[config.mk]
export PLATFORM = sky130hd
export DESIGN_NAME = led_pattern_gen_flat
export DESIGN_NICKNAME = d
export VERILOG_FILES = /design/src/rtl/led_pkg.sv /design/src/rtl/led_pattern_gen_if.sv /design/src/rtl/tick_prescaler.sv /design/src/rtl/led_pattern_gen.sv /design/src/flat_wrapper.sv
export SDC_FILE = /design/constraint.sdc
export NUM_CORES = 1
export LEC_CHECK = 0
export ABC_AREA = 1
export CAP_MARGIN = 20
export CORE_MARGIN = 8
export CORE_UTILIZATION = 45
export DETAILED_ROUTE_END_ITERATION = 8
export PLACE_DENSITY = 0.68
export SYNTH_ARGS = -nofsm -noshare
export SYNTH_HDL_FRONTEND = slang
export SYNTH_SLANG_ARGS = --single-unit
[constraint.sdc]
create_clock -name clk_in -period 1.8 [get_ports clk_in]
set_input_delay 0.27 -clock clk_in [delete_from_list [all_inputs] [get_ports clk_in]]
set_output_delay 0.27 -clock clk_in [all_outputs]
set_load 0.02 [all_outputs]
[src/rtl/led_pkg.sv]
// Shared definitions for the LED pattern generator.
//   led_mode_t : 2-bit pattern selector (OFF, BLINK, CHASE, BREATHE)
//   params_ok  : elaboration-time legality check of the generator parameters
package led_pkg;

  typedef enum logic [1:0] {
    MODE_OFF     = 2'd0,
    MODE_BLINK   = 2'd1,
    MODE_CHASE   = 2'd2,
    MODE_BREATHE = 2'd3
  } led_mode_t;

  // NUM_LEDS >= 1, TICK_DIV >= 1, PWM_BITS in 2..16.
  function automatic bit params_ok(input int num_leds, input int tick_div,
                                   input int pwm_bits);
    return (num_leds >= 1) && (tick_div >= 1) &&
           (pwm_bits >= 2) && (pwm_bits <= 16);
  endfunction

endpackage

[src/rtl/led_pattern_gen_if.sv]
// Control/status bundle of the LED pattern generator.
//   en          : run enable (level; low freezes the generator)
//   mode        : requested pattern, sampled only on a tick
//   leds        : registered LED drive
//   tick        : one-cycle step strobe
//   mode_active : pattern currently in effect (exposes the pattern FSM state)
// There is no valid/ready handshake: en and mode are plain levels.
// master drives en/mode, slave (the generator) drives the rest.
interface led_pattern_gen_if
  import led_pkg::*;
#(
  parameter int NUM_LEDS = 4
);
  logic                en;
  led_mode_t           mode;
  logic [NUM_LEDS-1:0] leds;
  logic                tick;
  led_mode_t           mode_active;

  modport master (output en, mode, input leds, tick, mode_active);
  modport slave  (input en, mode, output leds, tick, mode_active);
endinterface

[src/rtl/tick_prescaler.sv]
// Enable-gated modulo-DIV counter producing a one-cycle strobe.
//   clk_in : clock
//   rst_n  : synchronous active-low reset
//   en     : count enable; the count holds while low
//   tick   : high in the enabled cycle where the count is DIV-1
module tick_prescaler #(
  parameter int DIV = 100_000_000
) (
  input  logic clk_in,
  input  logic rst_n,
  input  logic en,
  output logic tick
);
  localparam int CW = (DIV > 1) ? $clog2(DIV) : 1;
  localparam logic [CW-1:0] LAST = CW'(DIV - 1);
  localparam logic [CW-1:0] ONE  = CW'(1);

  logic [CW-1:0] cnt_q, cnt_d;
  logic          at_last;

  assign at_last = (cnt_q == LAST);
  // Gated by rst_n so the strobe is quiet while reset is held.
  assign tick    = rst_n & en & at_last;

  always_comb begin
    cnt_d = cnt_q;
    if (en) cnt_d = at_last ? '0 : cnt_q + ONE;
  end

  always_ff @(posedge clk_in) begin
    if (!rst_n) cnt_q <= '0;
    else        cnt_q <= cnt_d;
  end
endmodule

[src/rtl/led_pattern_gen.sv]
// Multi-channel LED pattern generator: OFF, alternate BLINK, bounce CHASE
// and PWM BREATHE, stepped by a prescaled tick.
//   clk_in, rst_n : clock and synchronous active-low reset
//   bus (slave)   : en/mode in; leds/tick/mode_active out
module led_pattern_gen
  import led_pkg::*;
#(
  parameter int NUM_LEDS = 4,
  parameter int TICK_DIV = 100_000_000,
  parameter int PWM_BITS = 8
) (
  input  logic clk_in,
  input  logic rst_n,
  led_pattern_gen_if.slave bus
);
  if (!params_ok(NUM_LEDS, TICK_DIV, PWM_BITS)) begin : g_param_check
    $error("led_pattern_gen: illegal parameter set");
  end

  localparam int PW = (NUM_LEDS > 1) ? $clog2(NUM_LEDS) : 1;
  localparam logic [PW-1:0]       POS_ONE  = PW'(1);
  localparam logic [PW-1:0]       POS_LAST = PW'(NUM_LEDS - 1);
  localparam logic [PWM_BITS-1:0] PWM_ONE  = PWM_BITS'(1);
  localparam logic [PWM_BITS-1:0] DUTY_MAX = '1;

  logic tick;

  tick_prescaler #(.DIV(TICK_DIV)) u_prescaler (
    .clk_in (clk_in),
    .rst_n  (rst_n),
    .en     (bus.en),
    .tick   (tick)
  );

  led_mode_t           mode_active_q, mode_active_d;
  logic                phase_q, phase_d;
  logic [PW-1:0]       pos_q, pos_d;
  logic                dir_up_q, dir_up_d;
  logic [PWM_BITS-1:0] duty_q, duty_d;
  logic                duty_up_q, duty_up_d;
  logic [PWM_BITS-1:0] pwm_cnt_q, pwm_cnt_d;
  logic [NUM_LEDS-1:0] leds_q, leds_d;

  always_comb begin
    mode_active_d = mode_active_q;
    phase_d       = phase_q;
    pos_d         = pos_q;
    dir_up_d      = dir_up_q;
    duty_d        = duty_q;
    duty_up_d     = duty_up_q;
    pwm_cnt_d     = pwm_cnt_q;
    leds_d        = leds_q;

    if (bus.en) pwm_cnt_d = pwm_cnt_q + PWM_ONE;

    if (tick) begin
      if (bus.mode != mode_active_q) begin
        // Adoption tick: reinitialise only, no step.
        mode_active_d = bus.mode;
        phase_d       = 1'b0;
        pos_d         = '0;
        dir_up_d      = 1'b1;
        duty_d        = '0;
        duty_up_d     = 1'b1;
      end else begin
        case (mode_active_q)
          MODE_BLINK: phase_d = ~phase_q;
          MODE_CHASE: begin
            if (NUM_LEDS > 1) begin
              // Reverse at an end and move one step back in the same tick.
              if (dir_up_q) begin
                if (pos_q == POS_LAST) begin
                  dir_up_d = 1'b0;
                  pos_d    = pos_q - POS_ONE;
                end else begin
                  pos_d = pos_q + POS_ONE;
                end
              end else begin
                if (pos_q == '0) begin
                  dir_up_d = 1'b1;
                  pos_d    = pos_q + POS_ONE;
                end else begin
                  pos_d = pos_q - POS_ONE;
                end
              end
            end
          end
          MODE_BREATHE: begin
            if (duty_up_q) begin
              if (duty_q == DUTY_MAX) begin
                duty_up_d = 1'b0;
                duty_d    = duty_q - PWM_ONE;
              end else begin
                duty_d = duty_q + PWM_ONE;
              end
            end else begin
              if (duty_q == '0) begin
                duty_up_d = 1'b1;
                duty_d    = duty_q + PWM_ONE;
              end else begin
                duty_d = duty_q - PWM_ONE;
              end
            end
          end
          default: ;
        endcase
      end
    end

    // LED drive is derived from the current (pre-step) state, so it lags
    // pattern state by one cycle.
    if (bus.en) begin
      case (mode_active_q)
        MODE_BLINK: begin
          for (int i = 0; i < NUM_LEDS; i++) leds_d[i] = phase_q ^ i[0];
        end
        MODE_CHASE:   leds_d = NUM_LEDS'(1) << pos_q;
        MODE_BREATHE: leds_d = {NUM_LEDS{pwm_cnt_q < duty_q}};
        default:      leds_d = '0;
      endcase
    end
  end

  always_ff @(posedge clk_in) begin
    if (!rst_n) begin
      mode_active_q <= MODE_OFF;
      phase_q       <= 1'b0;
      pos_q         <= '0;
      dir_up_q      <= 1'b1;
      duty_q        <= '0;
      duty_up_q     <= 1'b1;
      pwm_cnt_q     <= '0;
      leds_q        <= '0;
    end else begin
      mode_active_q <= mode_active_d;
      phase_q       <= phase_d;
      pos_q         <= pos_d;
      dir_up_q      <= dir_up_d;
      duty_q        <= duty_d;
      duty_up_q     <= duty_up_d;
      pwm_cnt_q     <= pwm_cnt_d;
      leds_q        <= leds_d;
    end
  end

  assign bus.leds        = leds_q;
  assign bus.tick        = tick;
  assign bus.mode_active = mode_active_q;
endmodule

[src/flat_wrapper.sv]
// flat-port wrapper written by rule: the top's interface ports become plain ports
module led_pattern_gen_flat import led_pkg::*;
#(
  parameter int NUM_LEDS = 4,
  parameter int TICK_DIV = 100_000_000,
  parameter int PWM_BITS = 8
)
  (clk_in, rst_n, bus_en, bus_mode, bus_leds, bus_tick, bus_mode_active);
  led_pattern_gen_if #(.NUM_LEDS(NUM_LEDS)) bus_i ();
  input  logic clk_in;
  input  logic rst_n;
  input wire logic [$bits(bus_i.en)-1:0] bus_en;
  input wire logic [$bits(bus_i.mode)-1:0] bus_mode;
  output wire logic [$bits(bus_i.leds)-1:0] bus_leds;
  output wire logic [$bits(bus_i.tick)-1:0] bus_tick;
  output wire logic [$bits(bus_i.mode_active)-1:0] bus_mode_active;
  assign bus_i.en = bus_en;
  assign bus_i.mode = bus_mode;
  assign bus_leds = bus_i.leds;
  assign bus_tick = bus_i.tick;
  assign bus_mode_active = bus_i.mode_active;
  led_pattern_gen #(.NUM_LEDS(NUM_LEDS), .TICK_DIV(TICK_DIV), .PWM_BITS(PWM_BITS)) u_core (.clk_in(clk_in), .rst_n(rst_n), .bus(bus_i));
endmodule
; Word level (Yosys, flattened, before mapping)
; Cells that the tools add are included.
[word_totals]
regBits = 54
out_inout_bits = 7
[classes]
bitwise = 3
addsub = 6
n_shift = 1
n_eq_ne = 7
mux = 24
n_reduce_logical = 9
magnitude_cmp = 1
[op_table]
columns = cell, count
row1 = two-way mux 8 bit, 5
row2 = adder 27 x 1 -> 27 bit (second input constant), 1
row3 = equality test 27 bit (second input constant), 1
row4 = two-way mux 27 bit, 1
row5 = adder 8 x 1 -> 8 bit (second input constant), 2
row6 = two-way mux 1 bit, 12
row7 = case mux 4 bit (3 select lines), 1
row8 = two-way mux 2 bit, 5
row9 = equality test 8 bit (second input constant), 1
row10 = logical NOT 8 bit, 1
row11 = < comparator 8 bit, 1
row12 = AND reduction 2 bit, 4
row13 = subtractor 8 x 1 -> 8 bit (second input constant), 1
row14 = equality test 2 bit (second input constant), 3
row15 = nonzero test 2 bit, 3
row16 = << shifter 1 x 2 -> 4 bit (first input constant), 1
row17 = adder 2 x 1 -> 2 bit (second input constant), 1
row18 = AND 1 bit, 2
row19 = equality test 2 x 1 -> 1 bit (second input constant), 1
row20 = logical NOT 2 bit, 1
row21 = != test 2 bit, 1
row22 = subtractor 2 x 1 -> 2 bit (second input constant), 1
row23 = inverter 1 bit, 1

; Depth between registers and ports, before layout
[depth]
ltp_word = 5
depth_mapped = 12
ltp_nobuf = 12

; Modules after synthesis
; From an unflattened synthesis, not the netlist that was laid out.
[hier_totals]
hier_cells = 476
hier_area_um2 = 3160.5
[modules_own_cells]
columns = module, instances, area_each_um2, seq_area_each_um2, cells_each
row1 = led_pattern_gen, 1, 1680.4, 540.5, 250
row2 = tick_prescaler, 1, 1480.2, 540.5, 226

; Least setup slack after synthesis
; OpenSTA, ideal clock, no wires.
[synth_path]
path_kind = register -> register
start = reg u_core.u_prescaler.cnt_q[0]
end = reg u_core.pos_q[0]
n_path_buf = 0
required_ns = 1.690
path_stages_with_launch = 13
t_arrival_ns = 1.541
setup_time_ns = 0.110
setup_slack_ns = 0.149
path_cell_list = dfxtp_1 -> ha_1 -> inv_1 -> nor2_1 -> nand2_2 -> inv_2 -> nand2_1 -> inv_1 -> nand2_1 -> nor2_2 -> nand3_1 -> nand2_1 -> nor2_1
[synth_between]
elab_chain_cells = 3
[synth_lines]
columns = item, line_no
row1 = start: declaration, tick_prescaler.sv:18  ; logic [CW-1:0] cnt_q, cnt_d;
row2 = start signal: assignment, tick_prescaler.sv:32  ; else cnt_q <= cnt_d;
row3 = equality test 27 bit, tick_prescaler.sv:21  ; assign at_last = (cnt_q == LAST);
row4 = AND 1 bit, tick_prescaler.sv:23  ; assign tick = rst_n & en & at_last;
row5 = via bus_tick, flat_wrapper.sv:15  ; output wire logic [$bits(bus_i.tick)-1:0] bus_tick;
row6 = AND reduction 2 bit (no source line), n/a
row7 = end signal: assignment, led_pattern_gen.sv:137  ; pos_q <= pos_d;
row8 = end: declaration, led_pattern_gen.sv:37  ; logic [PW-1:0] pos_q, pos_d;
; The timed path passes the listed nets, and every way through them passes these cells.
; A chain may end at the register's enable or synchronous reset.

; Worst setup path in the final report
[layout_path]
start = in bus_en
end = out bus_tick
[layout_between]
elab_chain_cells = 2
[layout_lines]
columns = item, line_no
row1 = start: declaration, flat_wrapper.sv:12  ; input wire logic [$bits(bus_i.en)-1:0] bus_en;
row2 = AND 1 bit (2 in a row), tick_prescaler.sv:23
row3 = end: declaration, flat_wrapper.sv:15
; Every way passes these cells.

==> flow_summary.yaml <==
power_and_ir_drop:
  leakagePower_uw: 0.002066
  p_int_uw: 1668
  switching_share_pct: 23.81
  cellPowerDensity_nw_per_um2: 493.0
  vdd_drop_max_mv: 0.3613
  pwr-share-comb_pct: 6.4
  pwr-share-clk_pct: 38.3
  power_switching_uw: 521.1
  p_seq_share_pct: 55.3
drt:
  ant_nets: 0
  drtIter0Drc: 368
  routedLengthMet1_um: 4275
  drt_first_pass_iters: 5
  met2_length_um: 4293
  drt-vias-per-instance: 5.133
  wl_um: 9359
  vias: 3773
  drc: 0
  highest_layer: "met4"
  dr_wl_met3_um: 677
  wl_per_cell_um: 12.73
logic_synthesis:
  synthCells: 548
  ys_dominant_reg_cell: "dfxtp_1"
  synth_seq_cells: 54
  synth.distinct_cells: 36
  synth_warnings: 0
  async_flop_share_pct: 0
  avgSynthCellArea_sq_um: 6.366
  synth_area_sq_um: 3488
  synth_edf_count: 0
  synth_fp_nets: 565
  synth-seq-area-share_pct: 30.99
clock_tree:
  numCtsBuffers: 5
  ctsHoldBuffers: 0
  tritoncts: "done"
  cts.sinks: 54
  cts_max_level: 2
  worstSkewPairLatency_ns: 0.31
  clkSlewWorstSetupHoldPaths_ns: 0.10
  clockBufferDepth: 2
  root_buffer: "clkbuf_8"
die:
  die-height_um: 104.0
  core_area_sq_um: 7607
  initial_core_util_pct: 45.86
  die_x_um: 104.0
  rows: 32
  pin_count: 12
  dieArea_sq_um: 10830
worst_setup_path:
  critical-path-top-delay-family: "buffers and inverters"
  crit_chain: "clkdlybuf4s50_1 > inv_2 > nor2_1 > nand2_1 > nor2_2 > nand2_4 > inv_2 > nand2_4 > nor2_4 > buf_6"
  path_max_fanout: 2
  max_stage_delay_ns: 0.49
  slowest_stage: "clkdlybuf4s50_1"
  criticalPathCategory: "input port to output port"
  cp-start-kind: "input port"
  worstPathRequired_ns: 1.53
  cp-end-kind: "output port"
  worstPathArrival_ns: 1.50
  cp_num_buf_inv: 4
sta:
  min_period_ns: 1.767
  post-route-period-util_pct: 98.14
  hold_viol_final: 0
  finalSetupViolCount: 0
  hold_slack_ns: 0.4649
  setup_ws_ns: 0.03340
  fin_skew_ns: 0.01208
  slew_viol_final: 0
  slew_headroom_pct: 73.82
  tightestPinTransition_ns: 0.3891
  rsz0062_at_grt: "true"
  max_freq_ghz: 0.5661
final_layout:
  layout-drive-gt1-share_pct: 22.27
  fillers: 760
  diodes: 0
  area_delta_synth_final_pct: 27.26
  mostFrequentLayoutCell: "nand2_1"
  final_core_util_pct: 58.36
  multi_input_area_sq_um: 2198
  nNetsFinal: 649
  fin_cells: 735
  layout_common_cells: "147 x nand2_1, 80 x nor2_1, 74 x buf_4"
  seq_area_sq_um: 1090
place:
  port_buffers: 11
  dp.cells: 718
  place_ws_ns: -0.4956
  routabilityCongestion: 1.010
  dp_hpwl_um: 6963
global_route:
  gr-total-overflow: 0
  antenna_found_initial: 0
  grt_max_degree: 21
  track_usage_pct: 17.06
  grt_pass1_vias: 3503
  grt_pass1_wl_um: 15800
run_status:
  run_status: "finished clean"
worst_hold_path:
  hold_path_class: "register to register"
job:
  cap_violations: 0
[through the flow]
| step | TNS, ns | instance area (sq um) | power, uW |
|---|---|---|---|
| after global routing | -0.2415 | 4439 | 2250 |
| after global placement | -2.319 | 4172 | 1362 |
| after floorplan | 0 | 3488 | 1310 |
| after CTS | 0 | 4352 | 2195 |
| final | 0 | 4439 | 2189 |
| after detailed placement | -2.417 | 4172 | 1366 |
[per-layer routing]
layer	vias to the layer above	track usage, %
li1	1918	-
met1	1717	22.41
met2	124	28.32
met3	14	2.602
met4	0	4.447
met5	-	0
[path summary, 6_finish.rpt]
kind | start | to | slack [ns] | depth (start not counted)
min reg2reg | u_core.pwm_cnt_q[7] | u_core.pwm_cnt_q[7] | 0.46 | 1
max | bus_en | bus_tick | 0.03 | 10
min | u_core.pwm_cnt_q[7] | u_core.pwm_cnt_q[7] | 0.46 | 1
max reg2reg | u_core.u_prescaler.cnt_q[1] | u_core.duty_q[6] | 0.08 | 13
[sequential cells by signal, indices dropped and copies added, names as in the netlist]
signal / flops
u_core.pos_q: 2
u_core.dir_up_q: 1
u_core.u_prescaler.cnt_q: 27
u_core.pwm_cnt_q: 8
u_core.phase_q: 1
u_core.bus.mode_active: 2
u_core.duty_q: 8
u_core.duty_up_q: 1
u_core.bus.leds: 4
[synthesized netlist by cell type (3+ instances only)]
master    instances  area [sq um]
a21oi_1          35         175.2
buf_4             3         22.52
clkbuf_1          5         18.77
dfxtp_1          54          1081
ha_1             12         150.1
inv_1            61         229.0
inv_2             5         18.77
nand2_1         153         574.3
nand2_2           4         25.02
nand3_1          41         205.2
nand4_1           9         56.30
nor2_1           84         315.3
nor2_2            9         56.30
nor2_4            5         56.30
nor3_1            9         45.04
nor4_1            4         25.02
o21a_1            3         22.52
o21ai_0          19         95.09
xnor2_1           6         52.55
xor2_1            7         61.31
[power groups by stage]
stage	Clock, uW	Sequential, uW	Combinational [uW]
after detailed placement	0	1240	130
after floorplan	0	1240	73.2
after CTS	850	1210	133
after global routing	882	1210	157
after global placement	0	1240	126
final	838	1210	141
[cell families after synthesis]
family          after synthesis  synth area share, %
compound gates               65                9.971
xor+xnor                     13                3.264
flops                        54                30.99
simple gates                328                42.72
fa+ha+maj                    12                4.304
buf+inv                      76                8.752
[what timing repair did]
action,CTS,global route
cloned,0,2
setup endpoints to repair,5,19
pin swaps,5,3
buffers inserted,4,3
gates resized for setup,19,18
[area by class of cell]
cell class / count / share of cell area (%)
flip-flops and latches: 54 / 24.55
inverters: 66 / 5.581
multi-input cells: 420 / 49.52
repair buffers: 85 / 15.02
clock buffers: 5 / 1.550
well taps: 102 / 2.875
clock inverters: 3 / 0.9019
Note: power is estimated with default switching activity, not from simulation.
